[src/rtl/instr_decode_issue.sv]
// instr_decode_issue
//   Buffers MIPS R-format instruction words in a 4-entry FIFO, then decodes
//   and issues them one per cycle unless the downstream stage holds.
//   Decoded fields are registered; they keep their last values between issues.
//
// Ports
//   clk          clock, rising edge
//   rst          asynchronous active-high reset
//   in_valid     upstream instruction valid
//   in_ready     block can accept an instruction (FIFO not full)
//   instr        32-bit instruction word
//   hold         downstream stall, blocks issue
//   rd_addr1     rs field of the issued instruction
//   rd_addr2     rt field of the issued instruction
//   wr_addr      rd field of the issued instruction
//   shamt        shift amount of the issued instruction
//   funct        4-bit ALU operation code
//   RegWrite     register write enable for the issued instruction
//   issue_valid  outputs carry a newly issued instruction this cycle
//   illegal_cnt  saturating count of illegal instructions issued
//
// Configuration
//   ILLEGAL_CNT_EN  when defined, illegal_cnt counts illegal issues
//                   (saturating at 255); otherwise it is tied to 0.

module instr_decode_issue (
   input  logic        clk,
   input  logic        rst,
   input  logic        in_valid,
   output logic        in_ready,
   input  logic [31:0] instr,
   input  logic        hold,
   output logic [4:0]  rd_addr1,
   output logic [4:0]  rd_addr2,
   output logic [4:0]  wr_addr,
   output logic [4:0]  shamt,
   output logic [3:0]  funct,
   output logic        RegWrite,
   output logic        issue_valid,
   output logic [7:0]  illegal_cnt
);

   localparam int unsigned DEPTH   = 4;
   localparam int unsigned PTR_W   = 2;
   localparam int unsigned CNT_W   = 3;
   localparam int unsigned INSTR_W = 32;

   logic [INSTR_W-1:0] fifo_mem [DEPTH];
   logic [PTR_W-1:0]   wr_ptr;
   logic [PTR_W-1:0]   rd_ptr;
   logic [CNT_W-1:0]   count;
   logic               push;
   logic               pop;
   logic [INSTR_W-1:0] head;
   logic [3:0]         dec_funct;
   logic               dec_legal;

   assign in_ready = (count != CNT_W'(DEPTH));
   assign push     = in_valid && in_ready;
   assign pop      = (count != CNT_W'(0)) && !hold;
   assign head     = fifo_mem[rd_ptr];

   // Storage needs no reset: count gates every read.
   always_ff @(posedge clk) begin
      if (push) begin
         fifo_mem[wr_ptr] <= instr;
      end
   end

   // Pointers wrap naturally at 2 bits; count is unchanged on push+pop.
   always_ff @(posedge clk or posedge rst) begin
      if (rst) begin
         wr_ptr <= '0;
         rd_ptr <= '0;
         count  <= '0;
      end else begin
         if (push) begin
            wr_ptr <= wr_ptr + PTR_W'(1);
         end
         if (pop) begin
            rd_ptr <= rd_ptr + PTR_W'(1);
         end
         case ({push, pop})
            2'b10:   count <= count + CNT_W'(1);
            2'b01:   count <= count - CNT_W'(1);
            default: count <= count;
         endcase
      end
   end

   // Function-field decode; non-zero opcode or unknown funct is illegal.
   always_comb begin
      dec_funct = 4'b0000;
      dec_legal = 1'b1;
      case (head[5:0])
         6'b100100: dec_funct = 4'b0000;
         6'b100101: dec_funct = 4'b0001;
         6'b100000: dec_funct = 4'b0010;
         6'b100110: dec_funct = 4'b0011;
         6'b100010: dec_funct = 4'b0110;
         6'b101010: dec_funct = 4'b0111;
         6'b100111: dec_funct = 4'b1100;
         6'b000000: dec_funct = 4'b1000;
         6'b000010: dec_funct = 4'b1001;
         6'b000011: dec_funct = 4'b1010;
         default:   dec_legal = 1'b0;
      endcase
      if (head[31:26] != 6'd0) begin
         dec_legal = 1'b0;
      end
      if (!dec_legal) begin
         dec_funct = 4'b0000;
      end
   end

   // Issue register: fields hold between issues, strobes drop to 0.
   always_ff @(posedge clk or posedge rst) begin
      if (rst) begin
         rd_addr1    <= '0;
         rd_addr2    <= '0;
         wr_addr     <= '0;
         shamt       <= '0;
         funct       <= '0;
         RegWrite    <= 1'b0;
         issue_valid <= 1'b0;
      end else if (pop) begin
         rd_addr1    <= head[25:21];
         rd_addr2    <= head[20:16];
         wr_addr     <= head[15:11];
         shamt       <= head[10:6];
         funct       <= dec_funct;
         RegWrite    <= dec_legal && (head[15:11] != 5'd0);
         issue_valid <= 1'b1;
      end else begin
         RegWrite    <= 1'b0;
         issue_valid <= 1'b0;
      end
   end

`ifdef ILLEGAL_CNT_EN
   // Saturating illegal-issue counter, updated on the issuing edge.
   always_ff @(posedge clk or posedge rst) begin
      if (rst) begin
         illegal_cnt <= '0;
      end else if (pop && !dec_legal && (illegal_cnt != 8'hFF)) begin
         illegal_cnt <= illegal_cnt + 8'd1;
      end
   end
`else
   assign illegal_cnt = 8'd0;
`endif

endmodule

[config.mk]
export PLATFORM = sky130hd
export DESIGN_NAME = instr_decode_issue
export DESIGN_NICKNAME = d
export VERILOG_FILES = /design/src/rtl/instr_decode_issue.sv
export SDC_FILE = /design/constraint.sdc
export NUM_CORES = 1
export LEC_CHECK = 0
export ABC_AREA = 1
export CAP_MARGIN = 20
export CELL_PAD_IN_SITES_DETAIL_PLACEMENT = 0
export CELL_PAD_IN_SITES_GLOBAL_PLACEMENT = 1
export CORE_ASPECT_RATIO = 0.5
export CORE_UTILIZATION = 40
export CTS_BUF_LIST = sky130_fd_sc_hd__clkbuf_16
export DETAILED_ROUTE_END_ITERATION = 10
export GPL_TIMING_DRIVEN = 0
export MAX_ROUTING_LAYER = met4
export PLACE_DENSITY = 0.81
export SLEW_MARGIN = 20
export SYNTH_ARGS = -nofsm -noshare
export SYNTH_HDL_FRONTEND = slang
export SYNTH_SLANG_ARGS = --single-unit
[constraint.sdc]
create_clock -name clk -period 3 [get_ports clk]
set_input_delay 0.6 -clock clk [delete_from_list [all_inputs] [get_ports clk]]
set_output_delay 0.6 -clock clk [all_outputs]
set_load 0.02 [all_outputs]
# --- After elaboration in Yosys (flattened, before gate mapping) ---
# Memory sizes are Yosys's and may differ from the RTL's.
# Index checks and enable logic that the tools add are counted.
word_totals:
  reg_bits: 33
  ram_bits: 128
  in_bits: 36
  output_inout_bits: 35
  word_cells: 46
  mem_count: 1
op_classes:
  addsub: 4
  eq_ne: 12
  muxes: 9
  reduce_logical: 10
memory_table:
  columns: ["name", "depth", "width", "read_ports", "rd_ports_with_merged_regs", "write_ports", "line", "rtl"]
  rows:
  - ["fifo_mem", 4, 32, 1, 0, 1, "48", "logic [INSTR_W-1:0] fifo_mem [DEPTH];"]
op_table:
  columns: ["operator", "count"]
  rows:
  - ["$eq A6 B6 Y1 const B", 7]
  - ["$pmux W4 S9", 1]
  - ["$eq A6 B2 Y1 const B", 2]
  - ["$reduce_or A10 Y1", 1]
  - ["$logic_not A6 Y1", 1]
  - ["$mux W1", 6]
  - ["$pmux W3 S2", 1]
  - ["$reduce_bool A6 Y1", 1]
  - ["$reduce_bool A5 Y1", 1]
  - ["$add A2 B1 Y2 const B", 2]
  - ["$mux W4", 1]
  - ["$add A3 B1 Y3 const B", 1]
  - ["$logic_and A1 B1 Y1", 3]
  - ["$ne A3 B3 Y1 const B", 1]
  - ["$reduce_bool A3 Y1", 1]
  - ["$sub A3 B1 Y3 const B", 1]
  - ["$eq A2 B1 Y1 const B", 1]
  - ["$eq A2 B2 Y1 const B", 1]
  - ["$reduce_bool A2 Y1", 1]
  - ["$logic_not A1 Y1", 1]

# --- Logic depth before layout (Yosys ltp) ---
# An unclocked memory read counts as a cell.
depth:
  ltp_word: 7
  depth_mapped: 13
  mapped_depth_nobuf: 12

# --- Worst setup path after synthesis ---
# No wires, ideal clock.
synth_path:
  path_kind: "reg2reg"
  start: "reg count[0]"
  end: "mem fifo_mem[0][0] (enable)"
  setup_ps: 421
  arrival_time_ps: 2243
  required_time_ps: 2579
  path_slack_ps: 336
  path_stages_with_launch: 5
  n_path_buf: 0
  period_less_slack_ps: 2664
  path_cell_list: "dfrtp_1 inv_1 nand3_1 nand2_1 nor2_1"
synth_via:
  elab_chain_len: 4
synth_rtl:
  columns: ["element", "line", "rtl"]
  rows:
  - ["start, declared", "51", "logic [CNT_W-1:0] count;"]
  - ["start signal, assigned", "84", "2'b10: count <= count + CNT_W'(1);"]
  - ["start signal, assigned", "85", "2'b01: count <= count - CNT_W'(1);"]
  - ["start signal, assigned", "86", "default: count <= count;"]
  - ["$ne A3 B3 Y1", "58", "assign in_ready = (count != CNT_W'(DEPTH));"]
  - ["net in_ready", "30", "output logic in_ready,"]
  - ["$logic_and A1 B1 Y1", "59", "assign push = in_valid && in_ready;"]
  - ["$mux W1", "65", "if (push) begin"]
  - ["$mux W1 (implied by the code)", "66", "fifo_mem[wr_ptr] <= instr;"]
  - ["end, declared", "48", null]
# The timed path passes the listed nets, and every way through them passes these cells.

# --- Worst setup path in the final report ---
layout_path:
  start: "in hold"
  end: "reg count[2]"
layout_via:
  elab_chain_len: 4
  elab_cells_between_ends: 6
  classes_between: "2 x eq/ne; 1 x mux; 3 x reduce/logical"
layout_rtl:
  columns: ["element", "line", "rtl"]
  rows:
  - ["start, declared", "32", "input logic hold,"]
  - ["$logic_not A1 Y1 (*)", "60", "assign pop = (count != CNT_W'(0)) && !hold;"]
  - ["$logic_and A1 B1 Y1 (*)", "60", null]
  - ["net pop", "53", "logic pop;"]
  - ["$eq A2 B1 Y1 or $eq A2 B2 Y1 (tied branches)", "83", "case ({push, pop})"]
  - ["$pmux W3 S2 or $reduce_bool A2 Y1 (tied branches)", null, null]
# Mark *: on every way through the listed nets, which the timed path passes. The rest lies on a longest branch.
# A chain may end at the register's enable or synchronous reset.

==> summary.md <==
| Metric | Value |
|---|---|
| Worst slew pin tran | `0.614 ns` |
| Slew HR | `58.9%` |
| Ys Warns | `0` |
| Largest stage delay on the critical path | `0.49 ns` |
| Clock Sink Count | `161` |
| Die width | `181 um` |
| Max Fanout on Critical Path | `11` |
| Clk_lat worst skew | `0.41 ns` |
| Worst path required time | `3.30 ns` |
| Post-synth top area cell | `edfxtp_1` |
| Crit path launch type | `input pin` |
| Ports | `71` |
| Status | `completed` |
| Largest net degree at the start of global routing | `25` |
| Clk_skew | `0.00803 ns` |
| Post-Synthesis Cells | `526` |
| Core area | `15,500 sq um` |
| Gr ovfl total | `0` |
| # port buffers | `62` |
| Average cell area after synthesis | `12.2 sq um` |
| Crit-path cells | `clkdlybuf4s50_1 > nor2_1 > clkbuf_2 > ha_1 > inv_1 > fa_1 > a21oi_1 > o21ai_0 > xnor2_1` |
| WL per Instance | `15.6 um` |
| Tmin final | `2.70 ns` |
| GPL Wtd Cong | `0.776` |
| Via count | `4,044` |
| Global Route Usage Sum | `17.7%` |
| Slew Limit Fails | `0` |
| Final wirelength | `13,000 um` |
| CTS Hold Buffers Added | `0` |
| VDD IR max | `0.568 mV` |
| RSZ-0062 raised after global routing | `no` |
| Initial drt markers | `295` |
| Fin cells | `836` |
| Leak pwr | `0.00304 uW` |
| Crit Path Class | `in -> reg` |
| Vias in the first global route | `4,238` |
| CP endpoint kind | `register` |
| Nets | `661` |
| Dpl cells | `804` |
| Yosys top cell area share | `60.1%` |
| Hold Path Class | `in -> async` |
| # diodes | `0` |
| Area of the die | `16,500 sq um` |
| Share of layout cells above drive strength 1 | `11.2%` |
| Die height | `91.4 um` |
| PwrDens | `1030 nW/um^2` |
| Slowest-stage cell, CP | `nor2_1` |
| Sequential share of the synthesized area | `73.0%` |
| Register-to-Register Setup Slack | `0.42 ns` |
| Reg2Reg Launch Point | `count[0]` |
| Setup violators final | `0` |
| #FFs+latches synth | `161` |
| Routed Antenna Nets | `0` |
| CTS H-tree depth | `4` |
| Synthesized area | `6400 sq um` |
| Pre-CTS WS | `-0.327 ns` |
| Area growth syn-to-layout | `26.7%` |
| Num CTS Buffers | `17` |
| Part of the cycle the worst path needs | `90.0%` |
| Fin worst setup slack | `0.299 ns` |
| Initial core utilization | `41.3%` |
| Crit path launch | `hold` |
| Residual DRC count | `0` |
| Area contributors post-synth | `edfxtp_1 60%, dfrtp_1 13%, nor2_1 5.8%` |
| CTS tree | `yes` |
| Final hold vios | `0` |
| Post-DP HPWL | `8580 um` |
| Num rows | `32` |
| Crit path DAT | `3.00 ns` |
| Antenna violations before repair | `0` |
| Yosys cell types | `32` |
| Root buffer cell | `clkbuf_16` |
| First drt pass iteration count | `4` |
| CTS clk-pin slew, worst paths | `0.06 ns` |
| Avg Vias per Cell | `4.84` |
| First-pass GRT wire length | `21,300 um` |
| Worst reg2reg path endpoint | `count[2]` |
| Max Clock Freq | `370 MHz` |
| Worst-case reg-to-reg path depth | `9` |
| CTS max path bufs | `2` |
| Max-cap violations | `0` |
| Power Total | `8310 uW` |
## layout make-up
type / instances / area [sq um]
plain buffers: 30 / 173
well taps: 204 / 255
clock buffers: 17 / 425
clock inverters: 15 / 216
multi-input cells: 322 / 1540
fillers: 1271 / 7390
inverters: 20 / 75.1
repair buffers: 67 / 751
flip-flops and latches: 161 / 4670
## cells in the final DEF, fill, tap and decap left out, types with 2 or more instances in the layout
| cell type | count |
|---|---|
| a31oi_1 | 15 |
| edfxtp_1 | 128 |
| a21oi_1 | 7 |
| nand2_1 | 90 |
| clkinv_2 | 2 |
| nor3_1 | 5 |
| nor4_1 | 4 |
| xnor2_1 | 2 |
| xor2_1 | 3 |
| clkinv_1 | 2 |
| nand3_1 | 28 |
| buf_4 | 10 |
| bufinv_16 | 5 |
| nand2_2 | 2 |
| o22a_1 | 3 |
| buf_2 | 11 |
| inv_2 | 3 |
| clkdlybuf4s50_1 | 62 |
| nor2_4 | 6 |
| buf_16 | 4 |
| conb_1 | 8 |
| dfrtp_1 | 33 |
| ha_1 | 5 |
| clkinv_4 | 3 |
| clkbuf_16 | 17 |
| clkbuf_1 | 6 |
| clkinvlp_4 | 3 |
| nor2_1 | 94 |
| o21ai_0 | 42 |
| inv_1 | 17 |
## logic make-up (layout without fill, tap and decap cells)
| family | after synthesis | count (layout) | synth area share (%) |
|---|---|---|---|
| buffers and inverters | 50 | 149 | 3.85 |
| and+or+nand+nor | 233 | 233 | 15.0 |
| AOI/OAI and AO/OA | 70 | 70 | 6.10 |
| xor gates and xnor gates | 5 | 5 | 0.685 |
| other | 1 | 8 | 0.0586 |
| adders and majority gates | 6 | 6 | 1.29 |
| DFF | 161 | 161 | 73.0 |
## metrics by stage
| stage | hold WS [ns] | utilization, % | TNS (ns) | instance area (sq um) |
|---|---|---|---|---|
| floorplan | 0.469 | - | 0 | 6420 |
| global placement | 0.470 | 47.1 | -135.72 | 7300 |
| detailed placement | 0.471 | 48.1 | -0.403 | 7460 |
| CTS | 0.444 | 52.3 | 0 | 8100 |
| global route | 0.472 | 52.3 | 0 | 8100 |
| finish | 0.446 | 52.3 | 0 | 8100 |
## how the worst max path moves through the flow
stage | cells past startpoint | to | slack [ns]
finish | 9 | count[2] | 0.30
global route | 9 | count[2] | 0.13
CTS | 9 | count[2] | 0.10
detailed placement | 9 | count[2] | -0.33
global placement | 3 | fifo_mem[3][5] | -1.09
floorplan | 4 | fifo_mem[0][0] | 0.34
## synth_stat cells (all sizes together)
master,instances
edfxtp,128
nor2,101
nand2,92
o21ai,42
dfrtp,33
nand3,29
buf,23
inv,20
a31oi,15
a21oi,7
clkbuf,7
ha,5
nor3,5
nor4,4
o22a,3
xor2,3
a21boi,2
xnor2,2
a32o,1
and2,1
conb,1
fa,1
nand4,1
## per-layer routing
layer	global-route usage (%)	up-vias	wire (um)	part of all wire, %
met1	20.7	1942	5400	41
met2	30.6	88	6870	53
met5	-	-	0	0
met4	7.41	0	110	0.84
li1	-	2002	-	-
met3	2.73	12	648	5.0
## worst max-delay path, delay by kind of cell
| family | cells | cell delay (ns) |
|---|---|---|
| buffers and inverters | 3 | 0.89 |
| adder cells (fa/ha/maj) | 2 | 0.59 |
| AND/OR/NAND/NOR | 1 | 0.49 |
| AO/OA/AOI/OAI | 2 | 0.29 |
| XOR/XNOR | 1 | 0.14 |
## what timing repair did
| action | CTS | global route |
|---|---|---|
| endpoints found under the hold margin | 0 | 0 |
| setup endpoints to repair | 0 | 1 |
| setup buffers | 0 | 0 |
| gates resized for setup | 0 | 2 |
## report_power, final
group | internal (uW) | switching [uW]
sequential | 2990 | 216
clock | 1470 | 831
combinational | 1030 | 1780
total | 5490 | 2830
## state kept, by name, indices dropped and copies added (netlist names)
register,count
wr_ptr,2
count,3
rd_ptr,2
RegWrite,1
funct,4
rd_addr1,5
fifo_mem,128
issue_valid,1
shamt,5
rd_addr2,5
wr_addr,5
Power figures use the tool's default switching activity.
==> RTL edit, RTL diff (same flow settings) <==
Build with the macro `ILLEGAL_CNT_EN` defined.
--- a/src/rtl/instr_decode_issue.sv
+++ b/src/rtl/instr_decode_issue.sv
@@ -23,4 +23,6 @@
 //   ILLEGAL_CNT_EN  when defined, illegal_cnt counts illegal issues
 //                   (saturating at 255); otherwise it is tied to 0.
+
+`define ILLEGAL_CNT_EN
 
 module instr_decode_issue (
Formal check against the unedited RTL: not equivalent (a bounded check fails within 4 cycles, from zero or initial values and one cycle with rst high).
==> RTL edit against the unedited design <==
  * Fmax is 0.20% higher
  * Die area is 6.0% higher
  * Via count is 9.3% higher
  * Worst setup slack better by 0.0055 ns
  * Design area is 5.1% higher
  * Global-route usage is 0.43 points higher
  * Routed wire length is 7.4% higher
  * Power is 2.7% higher
  * Sequential cell count is 8 higher
  * Synthesized area is 6.1% higher
  * Sequential power is 5% higher
==> RTL edit: results <==
group,metric,value,unit
outcome,status,"complete, no violations",
timing,slew_headroom,0.531,
final_layout,fill_cells,1361,
critical_path,cpPeakStageDelay,0.53,ns
synth,synth_compound_area_frac,0.0605,
grt,grt_usage,0.181,
synth,yosys.area_share.xor_xnor,0.0142,
critical_path,critical_path_peak_fanout,11,
place,place_inst,864,
place,dp_hpwl,9380,µm
route,routed-via-count,4420,
critical_path,ff2ff_setup_slack,0.46,ns
final_layout,final_cells,896,
worst_hold_path,hold_class,"flip-flop to flip-flop",
timing,finClkSkew,0.0101,ns
route,drt_pass1_iterations,5,
final_layout,drive_gt1_frac,0.0972,
synth,avgSynthCellArea,12.1,µm²
grt,grt_start_max_net_pins,22,
route,wl,14000,µm
synth,synth.area.top_cells,"edfxtp_1 (57%), dfrtp_1 (15%), nand2_1 (6.3%)",
synth,ys_top_cells_by_count,"edfxtp_1 (128), nand2_1 (114), nor2_1 (92)",
synth,synth_async_sr_flop_share,0.243,
grt,grt_pass1_wl,22800,µm
power_and_ir_drop,ir_worst_vdd,0.000430,V
power_and_ir_drop,power.leakage,3.21,nW
route,drt_iter0_drc,352,
-- RTL edit: changes by cell type in the layout (fill, tap and decap cells not counted), sizes merged, moves of 4 or more --
cell	delta
a32o	+4
buf	-8
clkdlybuf4s50	+8
conb	-8
dfrtp	+8
inv	+5
nand2	+27
nand4	+9
nor2	-6
o21ai	-5
-- RTL edit: logic make-up after synthesis --
kind of cell / count (synthesis)
and+or+nand+nor: 261
xor gates and xnor gates: 11
buffers and inverters: 43
DFF: 169
adders and majority gates: 7
AOI/OAI and AO/OA: 71
-- RTL edit: worst reg2reg max path: cells and delay by family, from the launching register on --
family	cells	cell delay, ns
adder cells (fa/ha/maj)	2	0.64
buffers and inverters	2	0.60
AND/OR/NAND/NOR	2	0.43
flip-flops	1	0.39
AO/OA/AOI/OAI	2	0.25
XOR/XNOR	1	0.13
-- RTL edit: area by class of cell --
| cell class | instances | area, µm² | area share |
|---|---|---|---|
| buffer | 23 | 108 | 0.0126 |
| clock buffer | 17 | 425 | 0.0500 |
| clock inverter | 15 | 151 | 0.0178 |
| inverter | 20 | 75.1 | 0.00882 |
| multi-input combinational | 350 | 1770 | 0.208 |
| sequential | 169 | 4870 | 0.572 |
| tap | 227 | 284 | 0.0334 |
| timing repair buffer | 75 | 831 | 0.0976 |
-- RTL edit: report_power, final --
part / internal, mW / switching, mW / total, mW
Clock: 1.23 / 0.879 / 2.11
Sequential: 3.13 / 0.232 / 3.36
Combinational: 1.11 / 1.96 / 3.07
Total: 5.47 / 3.07 / 8.54
-- RTL edit: how the worst min path moves through the flow --
stage | end | from | slack, ns | depth (start not counted)
after floorplan | count[0]$_DFFE_PP0P_ | count[0]$_DFFE_PP0P_ | 0.47 | 1
after global placement | funct[3]$_DFFE_PP0P_ | funct[3]$_DFFE_PP0P_ | 0.47 | 2
after detailed placement | funct[0]$_DFFE_PP0P_ | funct[0]$_DFFE_PP0P_ | 0.47 | 2
after CTS | funct[0]$_DFFE_PP0P_ | funct[0]$_DFFE_PP0P_ | 0.49 | 2
after global routing | funct[3]$_DFFE_PP0P_ | funct[3]$_DFFE_PP0P_ | 0.51 | 2
final | funct[0]$_DFFE_PP0P_ | funct[0]$_DFFE_PP0P_ | 0.48 | 2
-- RTL edit: metrics by stage --
stage                     area [µm²]  worst slack, ns
after floorplan                 6790            0.336
after global placement          7770            -1.13
after detailed placement        7930           -0.297
after CTS                       8510            0.158
after global routing            8510            0.149
final                           8510            0.305
-- RTL edit: what timing repair did --
action / CTS / global route
setup endpoints to repair: 0 / 1
gates resized for setup: 0 / 1
endpoints found under the hold margin: 0 / 0
-- RTL edit: metal layers --
metal | wire length, µm | track usage
met1 | 6210 | 0.221
met4 | 112 | 0.0519
met3 | 495 | 0.0430
met5 | 0 | -
met2 | 7180 | 0.301
